$ cat src/rtl/tbird_pkg.sv
// Shared types for the Thunderbird lamp decoder: lamp bundle, modes, states, patterns, error codes.
// Optional hazard support is selected with the TBIRD_HAZARD_EN macro.
package tbird_pkg;

   typedef struct packed {
      logic lc;
      logic lb;
      logic la;
      logic ra;
      logic rb;
      logic rc;
   } lamp_t;

   typedef enum logic [1:0] {
      MODE_IDLE   = 2'd0,
      MODE_LEFT   = 2'd1,
      MODE_RIGHT  = 2'd2,
      MODE_HAZARD = 2'd3
   } mode_e;

   typedef enum logic [3:0] {
      S_OFF,
      S_L1,
      S_L2,
      S_L3,
      S_R1,
      S_R2,
      S_R3,
`ifdef TBIRD_HAZARD_EN
      S_HAZ,
`endif
      S_RESYNC
   } dec_state_e;

   typedef enum logic [3:0] {
      P_OFF,
      P_L1,
      P_L2,
      P_L3,
      P_R1,
      P_R2,
      P_R3,
      P_ALL,
      P_MIXED,
      P_GAP
   } pattern_e;

   localparam logic [2:0] ERR_NONE    = 3'd0;
   localparam logic [2:0] ERR_ILLEGAL = 3'd1;
   localparam logic [2:0] ERR_ORDER   = 3'd2;
   localparam logic [2:0] ERR_MIXED   = 3'd3;
   localparam logic [2:0] ERR_HAZARD  = 3'd4;

   function automatic mode_e mode_of(input dec_state_e s);
      mode_e m;
      case (s)
         S_L1, S_L2, S_L3: m = MODE_LEFT;
         S_R1, S_R2, S_R3: m = MODE_RIGHT;
`ifdef TBIRD_HAZARD_EN
         S_HAZ:            m = MODE_HAZARD;
`endif
         default:          m = MODE_IDLE;
      endcase
      return m;
   endfunction

   function automatic logic [1:0] phase_of(input dec_state_e s);
      logic [1:0] p;
      case (s)
         S_L1, S_R1:        p = 2'd1;
         S_L2, S_R2:        p = 2'd2;
         S_L3, S_R3:        p = 2'd3;
`ifdef TBIRD_HAZARD_EN
         S_HAZ:             p = 2'd3;
`endif
         default:           p = 2'd0;
      endcase
      return p;
   endfunction

   // A recognisable shape arriving at the wrong moment is an ordering error.
   function automatic logic [2:0] err_class(input pattern_e p);
      logic [2:0] c;
      case (p)
         P_GAP:   c = ERR_ILLEGAL;
         P_MIXED: c = ERR_MIXED;
`ifdef TBIRD_HAZARD_EN
         P_ALL:   c = ERR_ORDER;
`else
         P_ALL:   c = ERR_HAZARD;
`endif
         default: c = ERR_ORDER;
      endcase
      return c;
   endfunction

endpackage

$ cat src/rtl/tbird_pattern_classify.sv
// Combinational classifier: maps the six lamp bits onto one of the named lamp patterns.
module tbird_pattern_classify
   import tbird_pkg::*;
(
   input  lamp_t    lamps,
   output pattern_e pattern
);

   logic [2:0] left_bits;
   logic [2:0] right_bits;

   assign left_bits  = {lamps.lc, lamps.lb, lamps.la};
   assign right_bits = {lamps.rc, lamps.rb, lamps.ra};

   // Legal single-side shapes fill from the inner lamp outward with no holes.
   always_comb begin
      pattern = P_GAP;
      if (left_bits == 3'b000 && right_bits == 3'b000) begin
         pattern = P_OFF;
      end else if (left_bits == 3'b111 && right_bits == 3'b111) begin
         pattern = P_ALL;
      end else if (left_bits != 3'b000 && right_bits != 3'b000) begin
         pattern = P_MIXED;
      end else if (right_bits == 3'b000) begin
         case (left_bits)
            3'b001:  pattern = P_L1;
            3'b011:  pattern = P_L2;
            3'b111:  pattern = P_L3;
            default: pattern = P_GAP;
         endcase
      end else begin
         case (right_bits)
            3'b001:  pattern = P_R1;
            3'b011:  pattern = P_R2;
            3'b111:  pattern = P_R3;
            default: pattern = P_GAP;
         endcase
      end
   end

endmodule

$ cat src/rtl/tbird_lamp_decoder.sv
// Checks the lamp sequence of the Thunderbird turn-signal FSM, counting completed runs and latching the first error.
// Define TBIRD_HAZARD_EN to accept the all-lamps hazard sequence.
module tbird_lamp_decoder
   import tbird_pkg::*;
#(
   parameter int CNT_W = 8
) (
   input  logic             clk,
   input  logic             reset,
   input  logic             step,
   input  logic             la,
   input  logic             lb,
   input  logic             lc,
   input  logic             ra,
   input  logic             rb,
   input  logic             rc,
   input  logic             err_clr,
   output logic [1:0]       mode,
   output logic [1:0]       phase,
   output logic             seq_done,
   output logic [CNT_W-1:0] left_cnt,
   output logic [CNT_W-1:0] right_cnt,
   output logic             err,
   output logic [2:0]       err_code
);

   localparam logic [CNT_W-1:0] CNT_MAX = '1;

   lamp_t      lamps;
   pattern_e   pattern;
   dec_state_e state_q, state_d;
   logic       seq_done_q, seq_done_d;
   logic [CNT_W-1:0] left_cnt_q, left_cnt_d;
   logic [CNT_W-1:0] right_cnt_q, right_cnt_d;
   logic       err_q, err_d;
   logic [2:0] err_code_q, err_code_d;
   logic       bad_step;
   logic       left_done;
   logic       right_done;

   assign lamps = {lc, lb, la, ra, rb, rc};

   tbird_pattern_classify u_classify (
      .lamps   (lamps),
      .pattern (pattern)
   );

   // Each sequence state accepts exactly one successor pattern; anything else drops to RESYNC.
   always_comb begin
      state_d    = state_q;
      bad_step   = 1'b0;
      seq_done_d = 1'b0;
      left_done  = 1'b0;
      right_done = 1'b0;
      if (step) begin
         case (state_q)
            S_OFF: begin
               case (pattern)
                  P_OFF:   state_d = S_OFF;
                  P_L1:    state_d = S_L1;
                  P_R1:    state_d = S_R1;
`ifdef TBIRD_HAZARD_EN
                  P_ALL:   state_d = S_HAZ;
`endif
                  default: bad_step = 1'b1;
               endcase
            end
            S_L1: if (pattern == P_L2) state_d = S_L2; else bad_step = 1'b1;
            S_L2: if (pattern == P_L3) state_d = S_L3; else bad_step = 1'b1;
            S_L3: begin
               if (pattern == P_OFF) begin
                  state_d    = S_OFF;
                  seq_done_d = 1'b1;
                  left_done  = 1'b1;
               end else begin
                  bad_step = 1'b1;
               end
            end
            S_R1: if (pattern == P_R2) state_d = S_R2; else bad_step = 1'b1;
            S_R2: if (pattern == P_R3) state_d = S_R3; else bad_step = 1'b1;
            S_R3: begin
               if (pattern == P_OFF) begin
                  state_d    = S_OFF;
                  seq_done_d = 1'b1;
                  right_done = 1'b1;
               end else begin
                  bad_step = 1'b1;
               end
            end
`ifdef TBIRD_HAZARD_EN
            S_HAZ: begin
               if (pattern == P_OFF) begin
                  state_d    = S_OFF;
                  seq_done_d = 1'b1;
               end else begin
                  bad_step = 1'b1;
               end
            end
`endif
            S_RESYNC: if (pattern == P_OFF) state_d = S_OFF;
            default:  state_d = S_OFF;
         endcase
         if (bad_step) state_d = S_RESYNC;
      end
   end

   // A fresh error overrides a same-cycle clear; otherwise the first code is kept until cleared.
   always_comb begin
      left_cnt_d  = left_cnt_q;
      right_cnt_d = right_cnt_q;
      err_d       = err_q;
      err_code_d  = err_code_q;
      if (left_done && left_cnt_q != CNT_MAX) left_cnt_d = left_cnt_q + 1'b1;
      if (right_done && right_cnt_q != CNT_MAX) right_cnt_d = right_cnt_q + 1'b1;
      if (bad_step) begin
         err_d = 1'b1;
         if (!err_q || err_clr) err_code_d = err_class(pattern);
      end else if (err_clr) begin
         err_d      = 1'b0;
         err_code_d = ERR_NONE;
      end
   end

   always_ff @(posedge clk or negedge reset) begin
      if (!reset) begin
         state_q     <= S_OFF;
         seq_done_q  <= 1'b0;
         left_cnt_q  <= '0;
         right_cnt_q <= '0;
         err_q       <= 1'b0;
         err_code_q  <= ERR_NONE;
      end else begin
         state_q     <= state_d;
         seq_done_q  <= seq_done_d;
         left_cnt_q  <= left_cnt_d;
         right_cnt_q <= right_cnt_d;
         err_q       <= err_d;
         err_code_q  <= err_code_d;
      end
   end

   assign mode      = mode_of(state_q);
   assign phase     = phase_of(state_q);
   assign seq_done  = seq_done_q;
   assign left_cnt  = left_cnt_q;
   assign right_cnt = right_cnt_q;
   assign err       = err_q;
   assign err_code  = err_code_q;

endmodule

$ cat config.mk
export PLATFORM = sky130hd
export DESIGN_NAME = tbird_lamp_decoder
export DESIGN_NICKNAME = d
export VERILOG_FILES = /design/src/rtl/tbird_pkg.sv /design/src/rtl/tbird_pattern_classify.sv /design/src/rtl/tbird_lamp_decoder.sv
export SDC_FILE = /design/constraint.sdc
export NUM_CORES = 1
export LEC_CHECK = 0
export BUFFER_PORTS_ARGS = -buffer_cell sky130_fd_sc_hd__buf_2
export CORE_AREA = 2 2 78 80
export CTS_CLUSTER_DIAMETER = 60
export DETAILED_ROUTE_END_ITERATION = 12
export DIE_AREA = 0 0 80 82
export GPL_TIMING_DRIVEN = 0
export PLACE_DENSITY_LB_ADDON = 0.3
export SYNTH_ARGS = -nofsm -noshare
export SYNTH_HDL_FRONTEND = slang
export SYNTH_HIERARCHICAL = 1
export SYNTH_SLANG_ARGS = --single-unit
$ cat constraint.sdc
create_clock -name clk -period 3.6 [get_ports clk]
set_input_delay 0.18 -clock clk [delete_from_list [all_inputs] [get_ports clk]]
set_output_delay 0.18 -clock clk [all_outputs]
set_load 0.01 [all_outputs]
==> results_dict.tcl <==
set metrics [dict create \
    detailed_place_hpwl_um 2633 \
    post-cts-setup-buffer-count 0 \
    ys_warn_count 6 \
    dr.pass1.iters 4 \
    drt-total-wl_um 3445 \
    end_kind "flip-flop" \
    r2r_slack_ns 1.71 \
    period_minus_slack_ns 2.545 \
    insertion_delay_ns 0.26 \
    cts_inserted_buffers 3 \
    antenna_found_initial 0 \
    cts.sinks 24 \
    synth_area_um2 1668 \
    vias 1399 \
    cts_tree "yes" \
    power.density_nw_per_um2 529.5 \
    syn_to_final_growth_pct 18.23 \
    r2r-end "right_cnt[1]" \
    hold_end "err_code[1]" \
    ant_nets 0 \
    numPlacedInstances 280 \
    tns_ns 0 \
    grt_pass1_wl_um 5568 \
    layout_commonest_cell "buf_2" \
    clk_path_buf_depth 2 \
    synth_edf_count 0 \
    std_cell_rows 28 \
    io_buffers 29 \
    grt_use_total_pct 10.47 \
    fin_worst_skew_ns 0.002379 \
    initial_core_util_pct 29.03 \
    peakVddDrop_mv 0.1386 \
    max_cap_viol_count 0 \
    maxSlewViolCount 0 \
    placed_cell_area_um2 1907 \
    synthDominantCellAreaShare_pct 36.01 \
    yosys_register_bits 24 \
    synth_fp_nets 188 \
    critPathKind "input pin to flip-flop" \
    cts.repair.resized 0 \
    n_fill_cell 617 \
    status "complete, no violations" \
    drive_gt1_share_pct 28.57 \
    hp-class "input pin to flip-flop" \
    place_congestion 0.7530 \
    dr.first_iter.drc_count 60 \
    slew_headroom_pct 20.11 \
    wl_per_cell_um 12.09 \
    hold_start "err_clr" \
    grt_max_degree 25 \
    overflow 0 \
    num_io_pins 35 \
    fin_crit_sh_pct 70.68 \
    critPathMaxFanout 9 \
    startpoint_type "input pin" \
    floorplan.die_area_um2 6560 \
    grt_pass1_vias 1213 \
    synth_cells 176 \
    cts-root-buf "clkbuf_8" \
    holdPathStages 2 \
    core_area_um2 5746 \
    antenna_cells 0 \
    synth_ff_type "dfrtp_1" \
    cp.required_ns 3.74 \
    final_util_pct 34.32 \
    rr_worst_depth 5 \
    power.total_uw 1044 \
    final_cell_mix "buf_2 (36), dfrtp_1 (24), nand2_1 (13), nor2_1 (10)" \
    r2r_start "state_q[2]" \
    tightest_slew_ns 1.188 \
    nNetsFinal 223 \
    postSynthAreaPerCell_um2 9.476 \
    h-tree-depth 1 \
    synth-seq-area-share_pct 36.01 \
    route.detailed.drc 0 \
    yosys.area.top_type "dfrtp_1" \
    finalSetupViolations 0 \
    p_leak_uw 0.0009289 \
    yosysUniqueCellTypes 57 \
    worstPathArrival_ns 2.68 \
    chipHeight_um 82 \
    path_clk_slew_ns 0.08 \
    design_area_um2 1972 \
    instances_no_fill 285 \
    hold_violations 0 \
    viasPerCell 4.909 \
    synth_area_leaders "dfrtp_1 (36%), xor2_1 (4.7%), nor4_4 (3.8%)" \
    fmax_mhz 393.0 \
    rsz0062_at_grt "no" \
    async_flop_share_pct 100.0 \
    die_w_um 80 \
]
cell usage after synthesis (4+ instances only):
cell type	count
xnor2_1	7
xor2_1	9
nor2b_1	4
a21oi_1	5
nand4_1	5
nand3_1	7
nor2_1	10
nand2_1	13
inv_1	9
and3_1	6
dfrtp_1	24
o21ai_0	6
buf_2	7
buf_6	4
sequential cells by signal, indices dropped and copies added, names as in the netlist:
register	cells
seq_done	1
left_cnt	8
err_code	3
right_cnt	8
state_q	3
err	1
worst max-delay path by stage:
stage | startpoint | endpoint | slack (ns) | cells after the start
floorplan | lc | err_code[0] | 1.15 | 9
global placement | la | state_q[2] | 0.74 | 10
detailed placement | la | state_q[2] | 0.73 | 10
CTS | la | state_q[2] | 1.03 | 10
global route | la | state_q[2] | 0.85 | 10
finish | lc | state_q[2] | 1.06 | 9
routing by layer:
layer	GRT usage (%)	part of all wire, %	up-vias
met4	3.220	1.1	0
met2	18.00	49	27
met5	0	0	-
li1	-	-	700
met3	1.429	3.9	4
met1	13.63	46	668
logic make-up (layout without fill, tap and decap cells):
logic type      after synthesis  after routing  share of synthesized area [%]
mux                           4              4                          2.551
xor+xnor                     16             16                          8.402
simple gates                 69             69                          27.31
flops                        24             24                          36.01
compound gates               38             38                          16.50
fa+ha+maj                     2              2                          1.500
buf+inv                      23             57                          7.726
what timing repair did:
| action | CTS | global route |
|---|---|---|
| hold endpoints to repair | 24 | 0 |
| setup endpoints to repair | 0 | 0 |
| hold buffers | 1 | 0 |
where the power goes:
| part | leakage, µW | total [µW] | switching, µW | internal, µW |
|---|---|---|---|---|
| Combinational | 0.000586 | 504 | 298 | 206 |
| Sequential | 0.000314 | 357 | 38.2 | 318 |
| Clock | 0.0000288 | 183 | 85.7 | 97.6 |
worst max-delay path, stage by stage:
cell and delay [ns]:
buf_6 0.11, nor3_2 0.23, o21ai_0 0.12, a21boi_0 0.94, nor2b_1 0.39, a2bb2oi_1 0.22
o21ai_2 0.09, o21ai_1 0.27, o21ai_0 0.13
cell type report:
cell class,instances,area (µm²),area share (%)
Tap cell,75,93.84,4.759
Buffer,14,95.09,4.822
Multi-Input combinational cell,129,938.4,47.59
Inverter,9,33.78,1.713
Timing Repair Buffer,30,155.1,7.868
Sequential cell,24,600.6,30.46
Clock buffer,4,55.05,2.792
through the flow:
stage / setup WS (ns) / hold WS, ns
floorplan: 1.150 / -0.1156
global placement: 0.7410 / 0.1961
detailed placement: 0.7347 / 0.1990
CTS: 1.026 / 0.1551
global route: 0.8519 / 0.1659
finish: 1.055 / 0.1533
Power figures use the tool's default switching activity.
